$ cat src/rtl/bit_timer.sv
// Bit/byte timing generator for the serial receive path: one shift strobe per bit period, byte_done after each byte.
// Optional macro BIT_TIMER_RESYNC_EN: a data-line edge in RUN realigns the bit-period counter to zero.
module bit_timer #(
  parameter int CLKS_PER_BIT  = 8,
  parameter int BITS_PER_BYTE = 8,
  parameter int SAMPLE_OFFSET = 3,
  localparam int CW = $clog2(CLKS_PER_BIT),
  localparam int BW = $clog2(BITS_PER_BYTE + 1)
) (
  input  logic          clk,
  input  logic          n_rst,
  input  logic          enable_i,
  input  logic          clear_i,
  input  logic          edge_i,
  output logic          shift_strobe_o,
  output logic          byte_done_o,
  output logic [BW-1:0] bit_index_o,
  output logic          busy_o
);

  typedef enum logic [1:0] {IDLE, RUN, HOLD} state_e;

  state_e          state_q, state_d;
  logic [CW-1:0]   clk_cnt_q, clk_cnt_d;
  logic [BW-1:0]   bit_cnt_q, bit_cnt_d;
  logic            byte_done_q, byte_done_d;

  logic            strobe;
  logic            last_bit;
  logic [CW-1:0]   clk_cnt_inc;

  assign strobe      = (state_q == RUN) && (clk_cnt_q == CW'(SAMPLE_OFFSET));
  assign last_bit    = (bit_cnt_q == BW'(BITS_PER_BYTE - 1));
  assign clk_cnt_inc = (clk_cnt_q == CW'(CLKS_PER_BIT - 1)) ? '0 : clk_cnt_q + CW'(1);

`ifndef BIT_TIMER_RESYNC_EN
  logic unused_edge;
  assign unused_edge = edge_i;
`endif

  always_comb begin
    // NOTE: every next-state signal gets a default first so no path leaves it unassigned (no latch).
    state_d     = state_q;
    clk_cnt_d   = clk_cnt_q;
    bit_cnt_d   = bit_cnt_q;
    byte_done_d = 1'b0;
    if (clear_i) begin
      state_d   = IDLE;
      clk_cnt_d = '0;
      bit_cnt_d = '0;
    end else begin
      unique case (state_q)
        IDLE: begin
          if (enable_i) begin
            state_d   = RUN;
            clk_cnt_d = '0;
            bit_cnt_d = '0;
          end
        end
        RUN: begin
          if (strobe) begin
            bit_cnt_d   = last_bit ? '0 : bit_cnt_q + BW'(1);
            byte_done_d = last_bit;
          end
          // A strobe taken while pausing moves the phase past the sample point so it is not repeated on resume.
          if (enable_i || strobe) clk_cnt_d = clk_cnt_inc;
          if (!enable_i) state_d = HOLD;
`ifdef BIT_TIMER_RESYNC_EN
          if (edge_i) clk_cnt_d = '0;
`endif
        end
        HOLD: begin
          if (enable_i) state_d = RUN;
        end
        default: state_d = IDLE;
      endcase
    end
  end

  always_ff @(posedge clk) begin
    // NOTE: sequential state uses non-blocking assignments so all registers update from pre-edge values.
    if (!n_rst) begin
      state_q     <= IDLE;
      clk_cnt_q   <= '0;
      bit_cnt_q   <= '0;
      byte_done_q <= 1'b0;
    end else begin
      state_q     <= state_d;
      clk_cnt_q   <= clk_cnt_d;
      bit_cnt_q   <= bit_cnt_d;
      byte_done_q <= byte_done_d;
    end
  end

  assign shift_strobe_o = strobe;
  assign byte_done_o    = byte_done_q;
  assign bit_index_o    = bit_cnt_q;
  assign busy_o         = (state_q != IDLE);

endmodule
$ cat config.mk
export PLATFORM = sky130hd
export DESIGN_NAME = bit_timer
export DESIGN_NICKNAME = d
export VERILOG_FILES = /design/src/rtl/bit_timer.sv
export SDC_FILE = /design/constraint.sdc
export NUM_CORES = 1
export LEC_CHECK = 0
export BUFFER_PORTS_ARGS = -buffer_cell sky130_fd_sc_hd__clkbuf_2
export CAP_MARGIN = 20
export CORE_AREA = 2 2 39 41
export DETAILED_ROUTE_END_ITERATION = 8
export DIE_AREA = 0 0 41 43
export HOLD_SLACK_MARGIN = 0.02
export MAX_ROUTING_LAYER = met4
export PLACE_DENSITY_LB_ADDON = 0.3
export SLEW_MARGIN = 10
export SYNTH_ARGS = -nofsm -noshare
export SYNTH_HDL_FRONTEND = slang
export SYNTH_SLANG_ARGS = --single-unit
$ cat constraint.sdc
create_clock -name clk -period 1.9 [get_ports clk]
set_input_delay 0.475 -clock clk [delete_from_list [all_inputs] [get_ports clk]]
set_output_delay 0.475 -clock clk [all_outputs]
set_load 0.005 [all_outputs]
# Word-level counts from Yosys, hierarchy flattened
# Cells that the tools add are included.
# Widths: inputs -> output; s select.
# classes
add_sub_neg,2
mul,0
n_div,0
magnitude_cmp,0
eq_ne,10
shifts,0
n_mux,11
n_bitwise,3
reduce_logical,11
# op_table
operator,n
$mux 4,3
$mux 3,3
$pmux 4 s2,1
$ne 2x2->1 const B,3
$pmux 3 s2,1
$reduce_and 3->1,2
$add 4x1->4 const B,1
$eq 4x3->1 const B,1
$mux 2,2
$ne 2x1->1 const B,2
$pmux 2 s2,1
$reduce_bool 2->1,2
$reduce_or 2->1,2
$reduce_or 4->1,1
$add 3x1->3 const B,1
$eq 3x2->1 const B,1
$eq 3x3->1 const B,1
$not 1->1,3
$eq 2x1->1 const B,1
$eq 2x2->1 const B,1
$logic_not 2->1,1
$reduce_and 2->1,1
$logic_and 1x1->1,1
$logic_or 1x1->1,1
# totals
reg_bits,10
latchBits,0
ram_bits,0
romBits,0
out_inout_bits,7
memories,0

# Logic depth before layout (Yosys ltp)
# Gate-level depths: netlist of run 1.
# logic_depth
ltp_word,5
ltp_mapped,6
depth_no_buf,5

# Worst setup path before layout of run 1
# OpenSTA, ideal clock, no wires.
# synth_path
path_type,flip-flop to output port
startpoint,register clk_cnt_q[0]
endpoint,output port shift_strobe_o
arrival_time_ns,1.025
slack_ns,0.400
stages_incl_launch_ff,5
path_buffers,1
path_cell_list,dfxtp_1 -> ha_1 -> ha_1 -> and3b_1 -> clkbuf_1
# synth_via
elab_chain_len,2
# synth_lines
element,line_no,source
"start, declared",24,"logic [CW-1:0] clk_cnt_q, clk_cnt_d;"
"start signal, assigned",89,clk_cnt_q <= clk_cnt_d;
$eq 3x2->1,32,assign strobe = (state_q == RUN) && (clk_cnt_q == CW'(SAMPLE_OFFSET));
$logic_and 1x1->1,32,
"end, declared",15,"output logic shift_strobe_o,"
# Every way passes these cells.

# Final worst setup path of run 1
# Same ends and word-level chain as after synthesis.

==> impl_metrics.toml, run 1 <==
[floorplan]
die_y_um = 43
pin_count = 12
die_w_um = 41
core-area_mm2 = 0.00138
die-area_mm2 = 0.00176
initial_utilization_pct = 38.3
rows = 14

[status]
outcome = "complete, no violations"

[sta]
finClkSkew_ps = 2.54
setup_viol = 0
fin_crit_sh_pct = 94.7
fmax_mhz = 556
slew_violations = 0
finalCriticalPeriod_ps = 1800
tightest_slew_ps = 480
hold_viol_final = 0
setup_tns_ps = 0
relSlewSlack_pct = 67.9
worst_slack_ps = 99.9
holdWs_ps = 435
rsz0062_at_grt = "false"

[clock_tree]
cts_sinks = 10
cts_made_buffers = 3
cts-root-buf = "clkbuf_4"
h-tree-depth = 1
post_cts_buffers = 0
clockBufferDepth = 2
clkTransAtPathRegs_ps = 60
tritoncts = "built"
clock_latency_ps = 260

[cells_and_area]
drive_above_1_share_pct = 28.8
finish.net_count = 77
final_area_um2 = 623
area_growth_syn_to_layout_pct = 17.5
final_core_util_pct = 45.0
diodes = 0

[global_routing]
grt_pass1_wl_um = 1580
grt-ovfl-total = 0
grt_pass1_vias = 389
antenna_found_initial = 0
grt_max_degree = 17
grtUsageTotal_pct = 14.4

[yosys]
synth-seq-cells = 10
yosysWarningCount = 0
synth-seq-area-share_pct = 37.7
ys_types = 29
synth_area_um2 = 531
synth_area_per_cell_um2 = 9.47
syn-instance-count = 56
syn_nets = 65

[worst_setup_path]
cp.arrival_ps = 1330
path_max_fanout = 5
crit_family = "adder cells"
crit_required_ps = 1420
end_kind = "output pin"
critPathLaunchType = "register"
critPathBufInv = 1
cp_slowest_cell = "dfxtp_1"
critPathKind = "register to output pin"
crit_chain = "ha_2 -> ha_4 -> and3b_2 -> clkbuf_2"
critPathMaxStageDelay_ps = 340

[pwr]
p_leak_nw = 0.248
peakVddDrop_mv = 0.388
p_per_area_mw_per_mm2 = 604

[detailed_routing]
first_pass_iters = 4
wl_um = 967
drt_iter0_drc = 4
wire_per_inst_um = 11.8
drtAntennaViolNets = 0
vias_per_cell = 5.26
drc = 0
num_vias = 431

[placed_design]
io_buffers = 10
gp_congestion = 0.723
pre_cts_ws_ps = 276
dpl_cell_area_um2 = 584
hpwl_um = 698

[job]
cap_violations = 0

[min_path]
hp-class = "input port to register"
cell families after synthesis:
logic type	synth area share, %
simple gates	24.3
mux	3.77
buf+inv	5.90
xor+xnor	1.65
compound gates	17.2
flops	37.7
fa+ha+maj	9.43
final timing paths:
check | to | cells after the start | slack [ps] | start
worst max register to register | clk_cnt_q[0] | 5 | 340 | clk_cnt_q[0]
worst min-delay path | state_q[1] | 2 | 430 | enable_i
worst min register to register | clk_cnt_q[2] | 2 | 500 | clk_cnt_q[2]
worst max-delay path | shift_strobe_o | 4 | 100 | clk_cnt_q[0]
registers in the layout, indices dropped and copies added (netlist names):
| register | cells |
|---|---|
| bit_index_o | 4 |
| state_q | 2 |
| clk_cnt_q | 3 |
| byte_done_o | 1 |
worst register-to-register path, cell delays in order (launching register included):
cell	delay [ps]
dfxtp_1	320
ha_2	210
ha_1	190
nor3b_2	180
or4b_1	450
a21oi_1	140
cell usage in the layout, fill, tap and decap left out:
cell type and count:
a21oi_2 1, and3b_2 1, ha_2 1, xnor2_1 1, nor3b_2 1, or3_1 1, nor3b_1 1, nor2b_1 1
clkbuf_2 10, nand2_1 1, ha_4 1, or2_1 1, inv_1 2, a211oi_1 1, o21ai_0 4, a21oi_1 5
dfxtp_1 10, buf_4 1, nor2_1 1, nand2b_1 1, nand3b_1 3, o211ai_1 2, nor3_1 1, nand3_1 1
nand4b_1 1, mux2i_1 2, or4b_1 2, nand4_1 1, ha_1 2, o31ai_1 2, clkbuf_4 3
synthesized netlist by cell type, drive strengths merged:
cell / number / share of area, %
or3: 1 / 1.2
nand4b: 1 / 1.7
buf: 2 / 3.1
nand4: 1 / 1.2
nor3: 1 / 0.94
clkbuf: 2 / 1.4
and3b: 1 / 1.7
nand3: 1 / 0.94
a21oi: 6 / 6.4
nand2b: 1 / 1.2
xnor2: 1 / 1.7
o211ai: 2 / 2.8
nor2: 1 / 0.71
nand3b: 3 / 4.2
nor3b: 2 / 3.8
nand2: 1 / 0.71
inv: 2 / 1.4
mux2i: 2 / 3.8
or2: 1 / 1.2
o21ai: 4 / 3.8
ha: 4 / 9.4
nor2b: 1 / 1.2
o31ai: 2 / 2.8
a211oi: 1 / 1.4
dfxtp: 10 / 38
or4b: 2 / 3.8
area by class of cell:
cell class / count / area [um^2]
clock buffers: 3 / 22.5
well taps: 16 / 20.0
flip-flops and latches: 10 / 200
multi-input cells: 40 / 315
repair buffers: 11 / 57.6
fillers: 135 / 761
inverters: 2 / 7.51
power by group:
part / internal [mW] / switching (mW)
combinational: 0.0107 / 0.0121
sequential: 0.211 / 0.00350
clock: 0.0729 / 0.0663
metal layers:
metal	track usage [%]	share of wire (%)	up-vias
met5	-	0	-
met4	8.00	2.2	0
met3	9.42	6.4	5
met2	19.1	43	11
met1	15.9	48	188
li1	-	-	227
what timing repair did:
action	in CTS	in global routing
hold buffers	0	0
endpoints found under the setup margin	1	1
gates resized for setup	1	3
pin swaps	0	0
hold endpoints to repair	0	0
stage by stage:
stage | cells | total power [mW]
5_1_grt | 82 | 0.398
2_1_floorplan | 56 | 0.234
3_3_place_gp | 79 | 0.241
3_5_place_dp | 79 | 0.242
6_report | 82 | 0.376
4_1_cts | 82 | 0.385
Power figures use the tool's default switching activity.
==> run 2, diff against run 1 <==
--- a/config.mk
+++ b/config.mk
@@ -5,6 +5,7 @@
 export SDC_FILE = /design/constraint.sdc
 export NUM_CORES = 1
 export LEC_CHECK = 0
+export ABC_AREA = 1
 export BUFFER_PORTS_ARGS = -buffer_cell sky130_fd_sc_hd__clkbuf_2
 export CAP_MARGIN = 20
 export CORE_AREA = 2 2 39 41
==> run 2 against run 1 <==
Effect of this change:
- global-route usage down 2.3 points
- highest routed layer unchanged
- cell area down 1.4%
- routed wire length down 7.8%
- critical endpoint unchanged
- combinational power up 53%
- largest cell class unchanged
- critical path depth up 1
- synthesized cell count up 27%
- clock skew down 1.8 ps
- power up 5.5%
- flip-flop and latch count unchanged
==> impl_metrics.toml, run 2 <==
[cells_and_area]
final_area_um2 = 614
largest_reg_flops = 4
drive_above_1_share_pct = 25.0
layout_commonest_cell = "nand2_1"
diodes = 0
area_growth_syn_to_layout_pct = 17.7
final_cell_mix = "15 x nand2_1, 10 x inv_1, 10 x dfxtp_1, 10 x clkbuf_2, 9 x nor2_1"
finish.net_count = 95
final_core_util_pct = 44.4
final_cells = 100

[worst_setup_path]
critPathLaunch = "clk_cnt_q[0]"
r2r_start = "clk_cnt_q[0]"
crit_required_ps = 1420
crit_family = "adder cells"
crit_chain = "ha_1 -> ha_1 -> nand3_4 -> inv_1 -> clkbuf_2"
reg2reg_slack_ps = 600
r2r_end = "clk_cnt_q[2]"
critPathLaunchType = "register"
critPathKind = "register to output pin"
r2r_cells = 6
end_kind = "output pin"
critPathBufInv = 2
cp.arrival_ps = 1280
cp_slowest_cell = "dfxtp_1"
critPathMaxStageDelay_ps = 320
cp_common_cell = "ha_1"
path_max_fanout = 5

[sta]
setup_viol = 0
finClkSkew_ps = 0.725
setup_tns_ps = 0
fin_crit_sh_pct = 92.3
worst_slack_ps = 145
hold_viol_final = 0
rsz0062_at_grt = "false"
finalCriticalPeriod_ps = 1750
slew_violations = 0
relSlewSlack_pct = 78.8
tightest_slew_ps = 318
fmax_mhz = 570
holdWs_ps = 417

[pwr]
p_per_area_mw_per_mm2 = 646
p_leak_nw = 0.306
peakVddDrop_mv = 0.327
total_power_uw = 397

[detailed_routing]
num_vias = 465
vias_per_cell = 4.65
wire_per_inst_um = 8.92
wl_um = 892
drtAntennaViolNets = 0
drc = 0
drt_iter0_drc = 9
first_pass_iters = 3

[placed_design]
place_inst = 97
pre_cts_ws_ps = 418
dpl_cell_area_um2 = 592
hpwl_um = 681
io_buffers = 10
gp_congestion = 0.787

[yosys]
synthMuxAreaShare_pct = 0
synth_edf_count = 0
yosys-top-cells-area = "dfxtp_1 38%, nand2_1 11%, ha_1 9.6%, inv_1 7.2%, nor2_1 6.5%"
yosys.area_share.simple_pct = 33.8
synth_top_family_by_area = "simple AND/OR/NAND/NOR gates"
synth_area_per_cell_um2 = 7.35
synthTopCellsByCount = "15 x nand2_1, 10 x dfxtp_1, 10 x inv_1"
yosys.area.top_type = "dfxtp_1"
synth_xor_area_share_pct = 0
synthAdderAreaFrac_pct = 9.59
synth-seq-cells = 10
ys_types = 18
synth_area_um2 = 522
ys.flop_type = "dfxtp_1"
synth.most_common_cell = "nand2_1"
syn-instance-count = 71
synth_top_area_share_pct = 38.4
synth_compound_area_share_pct = 10.3
syn_nets = 80
yosysWarningCount = 0
synth-seq-area-share_pct = 38.4
synthArstFlopShare_pct = 0

[clock_tree]
tritoncts = "built"
holdBufCountCts = 0
cts_made_buffers = 3
clkTransAtPathRegs_ps = 60
ctsResizeCount = 0
h-tree-depth = 1
cts-root-buf = "clkbuf_4"
cts_sinks = 10
clockBufferDepth = 2
post_cts_buffers = 0
clock_latency_ps = 260

[floorplan]
rows = 14
die_y_um = 43
die-area_mm2 = 0.00176
initial_utilization_pct = 37.7
core-area_mm2 = 0.00138
die_w_um = 41
pin_count = 12

[min_path]
min_path_cells = 2
min-delay-start = "enable_i"
hp-class = "input port to register"
min_to = "state_q[1]"

[status]
outcome = "complete, no violations"

[job]
cap_violations = 0

[global_routing]
grt-ovfl-total = 0
grt_max_degree = 9
antenna_found_initial = 0
grt_pass1_vias = 360
grtUsageTotal_pct = 12.2
grt_pass1_wl_um = 1350
run 2: cell count changes in the layout (fill, tap and decap cells not counted), moves of 3 or more:
cell	delta
nand3b_1	-3
nand2_1	+14
inv_1	+8
nor2_1	+8
run 2: final cells by class:
type	count	area [um^2]
Sequential cell	10	200
Inverter	11	41.3
Fill cell	151	769
Timing Repair Buffer	10	50.0
Tap cell	16	20.0
Multi-Input combinational cell	50	280
Clock buffer	3	22.5
run 2: metal layers:
layer / vias to the layer above / part of all wire (%) / global-route usage (%)
li1: 254 / - / -
met1: 195 / 51 / 14.5
met2: 11 / 41 / 15.3
met3: 5 / 3.6 / 3.14
met4: 0 / 4.3 / 12.0
met5: - / 0 / -
run 2: worst max-delay path by stage:
stage,to,slack (ps),depth (start not counted)
final,shift_strobe_o,150,5
after global routing,shift_strobe_o,70,5
after CTS,shift_strobe_o,120,5
after detailed placement,shift_strobe_o,420,5
after global placement,shift_strobe_o,430,5
after floorplan,shift_strobe_o,540,4
run 2: logic make-up after synthesis:
logic type | count (synthesis)
compound gates | 10
fa+ha+maj | 4
flops | 10
simple gates | 36
buf+inv | 11
run 2: worst reg2reg max path, stage by stage, from the launching register on:
cell and delay, ps:
dfxtp_1 320, ha_1 210, ha_1 210, nand3_4 120, o21ai_2 100, o21ai_0 170, nor2_1 50
run 2: power by group:
| group | internal (mW) | switching [mW] |
|---|---|---|
| clock | 0.0732 | 0.0713 |
| combinational | 0.0131 | 0.0217 |
| sequential | 0.213 | 0.00427 |
| total | 0.300 | 0.0973 |
